==> config.mk <==
export PLATFORM = sky130hd
export DESIGN_NAME = loss
export DESIGN_NICKNAME = d
export VERILOG_FILES = /design/src/rtl/loss_pkg.sv /design/src/rtl/loss_sat_accumulator.sv /design/src/rtl/loss.sv
export SDC_FILE = /design/constraint.sdc
export NUM_CORES = 1
export LEC_CHECK = 0
export CAP_MARGIN = 40
export CORE_ASPECT_RATIO = 2
export CORE_MARGIN = 2
export CORE_UTILIZATION = 55
export CTS_BUF_LIST = sky130_fd_sc_hd__clkbuf_8
export DETAILED_ROUTE_END_ITERATION = 10
export DONT_BUFFER_PORTS = 1
export GPL_TIMING_DRIVEN = 1
export PLACE_DENSITY_LB_ADDON = 0.1
export SYNTH_ARGS = -nofsm -noshare
export SYNTH_HDL_FRONTEND = slang
export SYNTH_SLANG_ARGS = --single-unit
==> constraint.sdc <==
create_clock -name clock -period 8.3 [get_ports clock]
set_clock_uncertainty 0.1 [all_clocks]
set_input_delay 1.66 -clock clock [delete_from_list [all_inputs] [get_ports clock]]
set_output_delay 1.66 -clock clock [all_outputs]
set_load 0.1 [all_outputs]
==> src/rtl/loss_pkg.sv <==
// Types shared by the node and loss blocks: the default operand and product
// types and the loss sequencing states.
package loss_pkg;

  localparam int unsigned OPERAND_W = 8;

  typedef logic signed [OPERAND_W-1:0]   operand_t;
  typedef logic signed [2*OPERAND_W-1:0] product_t;

  typedef enum logic [2:0] {
    LOAD,
    DIFF,
    ACC,
    ERR,
    COST
  } state_t;

endpackage

==> src/rtl/loss_sat_accumulator.sv <==
// Unsigned accumulator that clamps at the largest positive signed value of
// its width. o_next is the value the register takes at the next edge when
// enabled, so a consumer can capture the final sum in the same cycle that a
// clear is applied.
module sat_accumulator #(
  parameter int unsigned WIDTH = 16
) (
  input  logic             clock,
  input  logic             reset,
  input  logic             i_clear,
  input  logic             i_enable,
  input  logic [WIDTH-1:0] i_addend,
  output logic [WIDTH-1:0] o_sum,
  output logic [WIDTH-1:0] o_next
);

  localparam logic [WIDTH-1:0] MAX_VAL = {1'b0, {(WIDTH-1){1'b1}}};

  logic [WIDTH-1:0] r_sum;
  logic [WIDTH:0]   w_wide;

  assign w_wide = {1'b0, r_sum} + {1'b0, i_addend};

  // Saturated next value; holds the current sum while not enabled
  always_comb begin
    o_next = r_sum;
    if (i_enable) begin
      o_next = (w_wide > {1'b0, MAX_VAL}) ? MAX_VAL : w_wide[WIDTH-1:0];
    end
  end

  // Sum register; clear wins over enable
  always_ff @(posedge clock) begin
    if (reset || i_clear) begin
      r_sum <= '0;
    end else if (i_enable) begin
      r_sum <= o_next;
    end
  end

  assign o_sum = r_sum;

endmodule

==> src/rtl/loss.sv <==
// Squared-error loss stage. Collects one activation and one target, forms
// the signed error, accumulates (error^2 >>> (WIDTH-1)) over a batch, returns
// the error to the node when training and reports the batch cost at the end
// of every BATCH samples.
module loss
  import loss_pkg::*;
#(
  parameter int unsigned WIDTH = 8,
  parameter int unsigned BATCH = 4
) (
  input  logic                 clock,
  input  logic                 reset,
  input  logic                 train,
  input  logic                 activation_valid,
  input  logic [WIDTH-1:0]     activation_data,
  output logic                 activation_ready,
  input  logic                 target_valid,
  input  logic [WIDTH-1:0]     target_data,
  output logic                 target_ready,
  output logic                 error_valid,
  output logic [2*WIDTH-1:0]   error_data,
  input  logic                 error_ready,
  output logic                 cost_valid,
  output logic [2*WIDTH-1:0]   cost_data,
  input  logic                 cost_ready
);

  localparam int unsigned PW = 2 * WIDTH;
  localparam int unsigned CW = (BATCH > 2) ? $clog2(BATCH) : 1;
  localparam logic [CW-1:0] LAST_IDX = CW'(BATCH - 1);

  state_t r_state;
  state_t w_next;

  logic [WIDTH-1:0]       r_act;
  logic [WIDTH-1:0]       r_tgt;
  logic                   r_act_held;
  logic                   r_tgt_held;
  logic                   r_train;
  logic                   r_last;
  logic [CW-1:0]          r_count;
  logic signed [PW-1:0]   r_error;
  logic [PW-1:0]          r_cost;

  logic                   w_act_fire;
  logic                   w_tgt_fire;
  logic                   w_to_diff;
  logic                   w_enter_cost;
  logic signed [2*PW-1:0] w_err_ext;
  logic [PW-1:0]          w_addend;
  logic [PW-1:0]          w_acc_sum;
  logic [PW-1:0]          w_acc_next;

  // Next-state and handshake outputs
  always_comb begin
    w_next           = r_state;
    activation_ready = 1'b0;
    target_ready     = 1'b0;
    error_valid      = 1'b0;
    cost_valid       = 1'b0;
    unique case (r_state)
      LOAD: begin
        activation_ready = !r_act_held;
        target_ready     = !r_tgt_held;
        if (r_act_held && r_tgt_held) begin
          w_next = DIFF;
        end
      end
      DIFF: w_next = ACC;
      ACC: begin
        if (r_train) begin
          w_next = ERR;
        end else if (r_count == LAST_IDX) begin
          w_next = COST;
        end else begin
          w_next = LOAD;
        end
      end
      ERR: begin
        error_valid = 1'b1;
        if (error_ready) begin
          w_next = r_last ? COST : LOAD;
        end
      end
      COST: begin
        cost_valid = 1'b1;
        if (cost_ready) begin
          w_next = LOAD;
        end
      end
      default: w_next = LOAD;
    endcase
  end

  assign w_act_fire   = activation_valid && activation_ready;
  assign w_tgt_fire   = target_valid && target_ready;
  assign w_to_diff    = (r_state == LOAD) && (w_next == DIFF);
  assign w_enter_cost = (w_next == COST) && (r_state != COST);

  // State register
  always_ff @(posedge clock) begin
    if (reset) begin
      r_state <= LOAD;
    end else begin
      r_state <= w_next;
    end
  end

  // Independent operand capture; held flags drop when the pair moves on
  always_ff @(posedge clock) begin
    if (reset) begin
      r_act_held <= 1'b0;
      r_tgt_held <= 1'b0;
    end else if (w_to_diff) begin
      r_act_held <= 1'b0;
      r_tgt_held <= 1'b0;
    end else begin
      if (w_act_fire) begin
        r_act      <= activation_data;
        r_act_held <= 1'b1;
      end
      if (w_tgt_fire) begin
        r_tgt      <= target_data;
        r_tgt_held <= 1'b1;
      end
    end
  end

  // Exact signed error and the train decision for this sample
  always_ff @(posedge clock) begin
    if (r_state == DIFF) begin
      r_error <= {{WIDTH{r_tgt[WIDTH-1]}}, r_tgt} - {{WIDTH{r_act[WIDTH-1]}}, r_act};
      r_train <= train;
    end
  end

  // Sample counter; r_last remembers the batch end past the wrap for ERR
  always_ff @(posedge clock) begin
    if (reset) begin
      r_count <= '0;
      r_last  <= 1'b0;
    end else if (r_state == ACC) begin
      r_count <= (r_count == LAST_IDX) ? '0 : r_count + CW'(1);
      r_last  <= (r_count == LAST_IDX);
    end
  end

  assign w_err_ext = {{PW{r_error[PW-1]}}, r_error};
  assign w_addend  = PW'((w_err_ext * w_err_ext) >>> (WIDTH - 1));

  // The clear on COST entry may coincide with the final add; the report takes
  // the post-add value so that sample is not lost.
  sat_accumulator #(
    .WIDTH(PW)
  ) u_acc (
    .clock   (clock),
    .reset   (reset),
    .i_clear (w_enter_cost),
    .i_enable(r_state == ACC),
    .i_addend(w_addend),
    .o_sum   (w_acc_sum),
    .o_next  (w_acc_next)
  );

  // Batch cost capture on entry to COST
  always_ff @(posedge clock) begin
    if (w_enter_cost) begin
      r_cost <= (r_state == ACC) ? w_acc_next : w_acc_sum;
    end
  end

  assign error_data = r_error;
  assign cost_data  = r_cost;

endmodule

After elaboration in Yosys (flattened, before gate mapping)
Index checks and enable logic that the tools add are counted.
- output and inout bits: 36
- word-level logic and storage cells: 52
- input port bits: 23
- bits in registers: 66
- reduce and logical (&&, ||, !) cells: 12
- $lt $le $gt $ge: 1
- mux-type cells: 14
- eq/ne operators: 8
- multipliers: 1
- add/subtract/negate cells: 3
- bitwise logic cells: 2
- operator list (operator ; number):
    16-bit 2-to-1 mux ; 2
    9-bit by 9-bit multiplier with 18-bit output ; 1
    3-bit 2-to-1 mux ; 6
    16-bit by 16-bit adder with 17-bit output ; 1
    17-bit by 15-bit greater-than comparator with 1-bit output (second input constant) ; 1
    3-bit case mux with 5 select lines ; 1
    8-bit by 8-bit subtractor with 9-bit output ; 1
    3-bit by 1-bit equality test with 1-bit output (second input constant) ; 2
    3-bit by 2-bit equality test with 1-bit output (second input constant) ; 2
    3-bit equality test (second input constant) ; 2
    3-bit AND reduction ; 2
    1-bit logical AND ; 5
    1-bit 2-to-1 mux ; 4
    3-bit zero test ; 1
    3-bit inequality test (second input constant) ; 1
    2-bit by 1-bit adder with 2-bit output (second input constant) ; 1
    2-bit equality test (second input constant) ; 1
    1-bit zero test ; 2
    2-bit 2-to-1 mux ; 1
    1-bit NOT ; 2
    2-bit OR reduction ; 1
    1-bit logical OR ; 1

Logic depth before layout (Yosys ltp)
- depth in word-level cells: 8
- mapped depth: 27

Modules after synthesis
A second synthesis with hierarchy kept.
- cell total of the unflattened synthesis: 622
- area total of the unflattened synthesis: 6263.5 µm²
- by module, submodules not included (module ; instances ; area an instance (µm²) ; cells an instance):
    loss ; 1 ; 4768.3 ; 447
    sat_accumulator ; 1 ; 1495.2 ; 175

Worst setup path before layout
Ideal clock, no wire load.
- kind: reg2reg
- from: register error_data[8] (netlist name)
- to: register u_acc.r_sum[1], in the netlist u_acc.o_sum[1]
- stages on the path, launching flop included: 25
- path slack: 256 ps
- required time: 8114 ps
- arrival: 7859 ps
- buffers on the path: 2
- cell sequence: edfxtp_1 > clkbuf_1 > nand2_1 > fa_1 > inv_1 > fa_1 > fa_1 > fa_1 > fa_1 > ha_1 > and4_1 > a2111o_1 > o2111a_1 > o21a_1 > o21a_1 > nor2_1 > xnor2_1 > ha_1 > o21ai_0 > o21bai_1 > o31a_1 > a31oi_1 > mux2_2 > buf_4 > a211oi_1
- longest elaborated chain between the ends: 5
- RTL lines (what ; RTL line ; source):
    9-bit by 9-bit multiplier with 18-bit output * ; loss.sv:149 ; assign w_addend = PW'((w_err_ext * w_err_ext) >>> (WIDTH - 1));
    16-bit by 16-bit adder with 17-bit output * ; loss_sat_accumulator.sv:22 ; assign w_wide = {1'b0, r_sum} + {1'b0, i_addend};
    17-bit by 15-bit greater-than comparator with 1-bit output ; loss_sat_accumulator.sv:28 ; o_next = (w_wide > {1'b0, MAX_VAL}) ? MAX_VAL : w_wide[WIDTH-1:0];
    16-bit 2-to-1 mux * ; loss_sat_accumulator.sv:28 ;
    16-bit 2-to-1 mux * ; -- ;
    end signal, assigned ; loss_sat_accumulator.sv:37 ; r_sum <= o_next;
    end, declared ; loss_sat_accumulator.sv:19 ; logic [WIDTH-1:0] r_sum;
Mark *: on every way between the ends. The rest lies on a longest branch, timed or not.
A chain may end at the register's enable or synchronous reset.

Worst setup path in the final report
- from: register r_error[1], in the netlist error_data[1]
- to: register u_acc.r_sum[9], in the netlist u_acc.o_sum[9]
- longest elaborated chain between the ends: 5
- RTL lines (what ; RTL line ; source):
    start, declared ; loss.sv:42 ; logic signed [PW-1:0] r_error;
    start signal, assigned ; loss.sv:132 ; r_error <= {{WIDTH{r_tgt[WIDTH-1]}}, r_tgt} - {{WIDTH{r_act[WIDTH-1]}}, r_act};
    9-bit by 9-bit multiplier with 18-bit output * ; loss.sv:149 ;
    16-bit by 16-bit adder with 17-bit output * ; loss_sat_accumulator.sv:22 ;
    17-bit by 15-bit greater-than comparator with 1-bit output ; loss_sat_accumulator.sv:28 ;
    16-bit 2-to-1 mux * ; loss_sat_accumulator.sv:28 ;
    16-bit 2-to-1 mux * ; -- ;
Marked as above.

==> results.py <==
metrics = {
    "run_status": {
        "status": "finished, final reports clean",
    },
    "setup_path": {
        "critPathKind": "reg -> reg",
        "reg2regPathDepth": 25,
        "start_kind": "register",
        "rr_startpoint": "error_data[1]$_DFFE_PP_",
        "critPathMaxStageDelay_ns": 0.63,
        "cp_slowest_cell": "fa_1",
        "required_ns": 8.48,
        "critPathArrivalTime_ns": 8.03,
        "reg2reg_slack_ns": 0.46,
        "path_buf_inv": 3,
        "cpMostUsedCell": "fa_1",
        "r2r-end": "u_acc.o_sum[9]$_SDFF_PP0_",
        "crit_path_end_kind": "register",
        "critPathTopFamily": "adder cells",
        "critPathMaxFanout": 22,
    },
    "final_layout": {
        "regArea_um2": 1740,
        "design_area_um2": 6690,
        "final_cells": 747,
        "num_antenna_cells": 0,
        "drive_above_1_share_pct": 9.84,
        "multi_input_area_um2": 3760,
        "fillCellCount": 927,
        "final_nets": 750,
        "syn_to_final_growth_pct": 13.0,
    },
    "min_path": {
        "min_to": "r_last$_SDFFE_PP0P_",
        "min_path_cells": 2,
        "hold_start": "r_last$_SDFFE_PP0P_",
        "min_path_type": "reg -> reg",
    },
    "logic_synthesis": {
        "synth-simple-area-share_pct": 12.0,
        "yosysTopAreaCell": "edfxtp_1",
        "synthFlopType": "edfxtp_1",
        "syn_inst": 588,
        "yosys.area_share.xor_xnor_pct": 5.48,
        "synth_area_per_cell_um2": 10.1,
        "synth.area.mux_share_pct": 0.740,
        "ys_warn_count": 0,
        "syn_area_um2": 5920,
        "ys_async_sr_fraction_pct": 0,
        "synth_top_area_share_pct": 21.3,
        "synth_fa_ha_area_share_pct": 32.9,
        "synth_top_family_by_area": "adder cells",
        "synth_seq_area_share_pct": 29.4,
        "synth_compound_area_share_pct": 11.5,
        "yosysUniqueCellTypes": 51,
        "synth_most_common_cell": "inv_1",
        "syn-num-nets": 733,
        "yosys-top-cells-area": "edfxtp_1, fa_1, ha_1",
        "netlist_top_cells_count": "inv_1, ha_1, fa_1",
        "ys_seq_elements": 66,
        "synth_edf_count": 42,
    },
    "timing": {
        "slew_violations": 0,
        "period_share_pct": 94.5,
        "fmax_ghz": 0.127,
        "report.final.setup_viol": 0,
        "final_hold_viol_count": 0,
        "min_period_ns": 7.84,
        "rsz0062_at_grt": "no",
        "fin_setup_tns_ns": 0,
        "tightest_slew_ns": 0.946,
        "relSlewSlack_pct": 36.8,
        "fin_ws_ns": 0.456,
    },
    "power": {
        "ir_drop_mv": 0.219,
        "leakagePower_nw": 3.16,
        "power_density_nw_per_um2": 233,
        "p_total_w": 0.00156,
    },
    "floorplanning": {
        "core-area_um2": 10500,
        "fp-row-count": 53,
        "start_util_pct": 56.5,
        "chipWidth_um": 77.4,
        "die-area_um2": 11700,
        "chipHeight_um": 151,
        "ioPinCount": 59,
    },
    "clocking": {
        "cts_tree": "built",
        "htreeDepth": 3,
        "cts.sink_count": 66,
        "post_cts_buffers": 0,
        "clkTransAtPathRegs_ns": 0.08,
        "root_buffer": "clkbuf_8",
        "numCtsBuffers": 9,
        "clk_path_buf_depth": 2,
        "clock_latency_ns": 0.35,
    },
    "place": {
        "place_ws_ns": 0.352,
        "dpl-instance-area_um2": 6370,
        "place_congestion": 0.956,
        "post-place-cells": 728,
        "dpl.hpwl_mm": 11.1,
        "portBuffers": 0,
    },
    "route": {
        "highest_layer": "met4",
        "wl_met2_mm": 7.79,
        "post_drt_wl_per_cell_um": 17.5,
        "dr.first_iter.drc_count": 87,
        "vias_per_cell": 5.49,
        "ant_nets": 0,
        "wl_met3_um": 277,
        "wl_met1_mm": 4.35,
        "drt_pass1_iterations": 4,
        "drc": 0,
        "via_count": 4103,
        "wirelength_mm": 13.1,
    },
    "grt": {
        "grt_max_degree": 23,
        "grt-ovfl-total": 0,
        "grt_pass1_vias": 4527,
        "grt_pass1_wl_mm": 21.4,
        "grt_usage_pct": 24.1,
        "antenna_found_initial": 0,
    },
    "job": {
        "drv_cap": 0,
    },
}
==> repair_timing <==
item                                    in CTS  in global routing
hold buffers                                 0                  0
endpoints found under the setup margin       0                  2
resized for setup                            0                  1
==> cell families after synthesis <==
group                      after synthesis
buffers and inverters                  115
AOI/OAI and AO/OA                      103
adders and majority gates              122
muxes                                    4
xor gates and xnor gates                37
DFF                                     66
and+or+nand+nor                        141
==> how the worst max path moves through the flow <==
| stage | start | end | cells after the start |
|---|---|---|---|
| 2_1_floorplan | error_data[8]$_DFFE_PP_ | u_acc.o_sum[1]$_SDFF_PP0_ | 24 |
| 3_3_place_gp | error_data[1]$_DFFE_PP_ | u_acc.o_sum[12]$_SDFF_PP0_ | 25 |
| 3_5_place_dp | error_data[1]$_DFFE_PP_ | u_acc.o_sum[9]$_SDFF_PP0_ | 25 |
| 4_1_cts | error_data[1]$_DFFE_PP_ | u_acc.o_sum[9]$_SDFF_PP0_ | 25 |
| 5_1_grt | error_data[1]$_DFFE_PP_ | u_acc.o_sum[9]$_SDFF_PP0_ | 25 |
| 6_report | error_data[1]$_DFFE_PP_ | u_acc.o_sum[9]$_SDFF_PP0_ | 25 |
==> worst reg2reg max path, stage by stage (launching register included) <==
cell and delay, ns:
edfxtp_1 0.53, buf_4 0.30, and2_1 0.23, fa_1 0.63, inv_1 0.16, fa_1 0.56, inv_1 0.05, fa_1 0.47
fa_1 0.50, ha_1 0.30, ha_1 0.35, a21o_1 0.21, a211o_1 0.30, o2111a_1 0.25, o21a_1 0.22, o21a_1 0.18
nor2_1 0.17, xnor2_2 0.23, ha_1 0.37, o21ai_0 0.10, o21bai_1 0.11, o31a_1 0.26, a31oi_1 0.26, mux2_2 0.54
a21oi_1 0.23, nor3b_1 0.19
==> flip-flops by register name, summed over array words and instances, names as in the netlist <==
register	cells
r_tgt	8
u_acc.o_sum	16
r_act	8
r_state	3
r_train	1
r_count	2
cost_data	16
r_last	1
r_tgt_held	1
error_data	9
r_act_held	1
==> final cells by class <==
class | count | area share [%]
timing repair buffer | 29 | 6.58
sequential | 66 | 26.0
tap | 137 | 2.56
multi-input combinational | 407 | 56.2
clock buffer | 9 | 1.85
clock inverter | 7 | 1.63
inverter | 92 | 5.16
==> stage by stage <==
stage,hold slack [ns],utilization [%]
6_report,0.356,63.9
5_1_grt,0.394,63.9
4_1_cts,0.359,63.0
3_5_place_dp,0.348,60.8
3_3_place_gp,0.341,58.9
2_1_floorplan,0.337,-
==> report_power, final <==
group / internal, W / leakage, nW / switching, W
Sequential: 0.000360 / 0.573 / 0.00000735
Combinational: 0.000363 / 2.47 / 0.000510
Clock: 0.000176 / 0.118 / 0.000143
==> per-layer routing <==
layer  global-route usage (%)  vias up
met5                        0        -
met1                     22.5     1985
li1                         -     1999
met2                     48.3       80
met3                     3.48       39
met4                     13.5        0
==> layout by cell type, fill, tap and decap left out, types with 12 or more instances in the layout <==
master    count
a211oi_1     13
a21oi_1      36
and2_1       15
buf_4        15
dfxtp_1      24
edfxtp_1     42
fa_1         56
ha_1         66
inv_1        92
nand2_1      33
nor2_1       39
o21ai_0      12
xnor2_1      21
xor2_1       15
(Power assumes the default switching activity.)
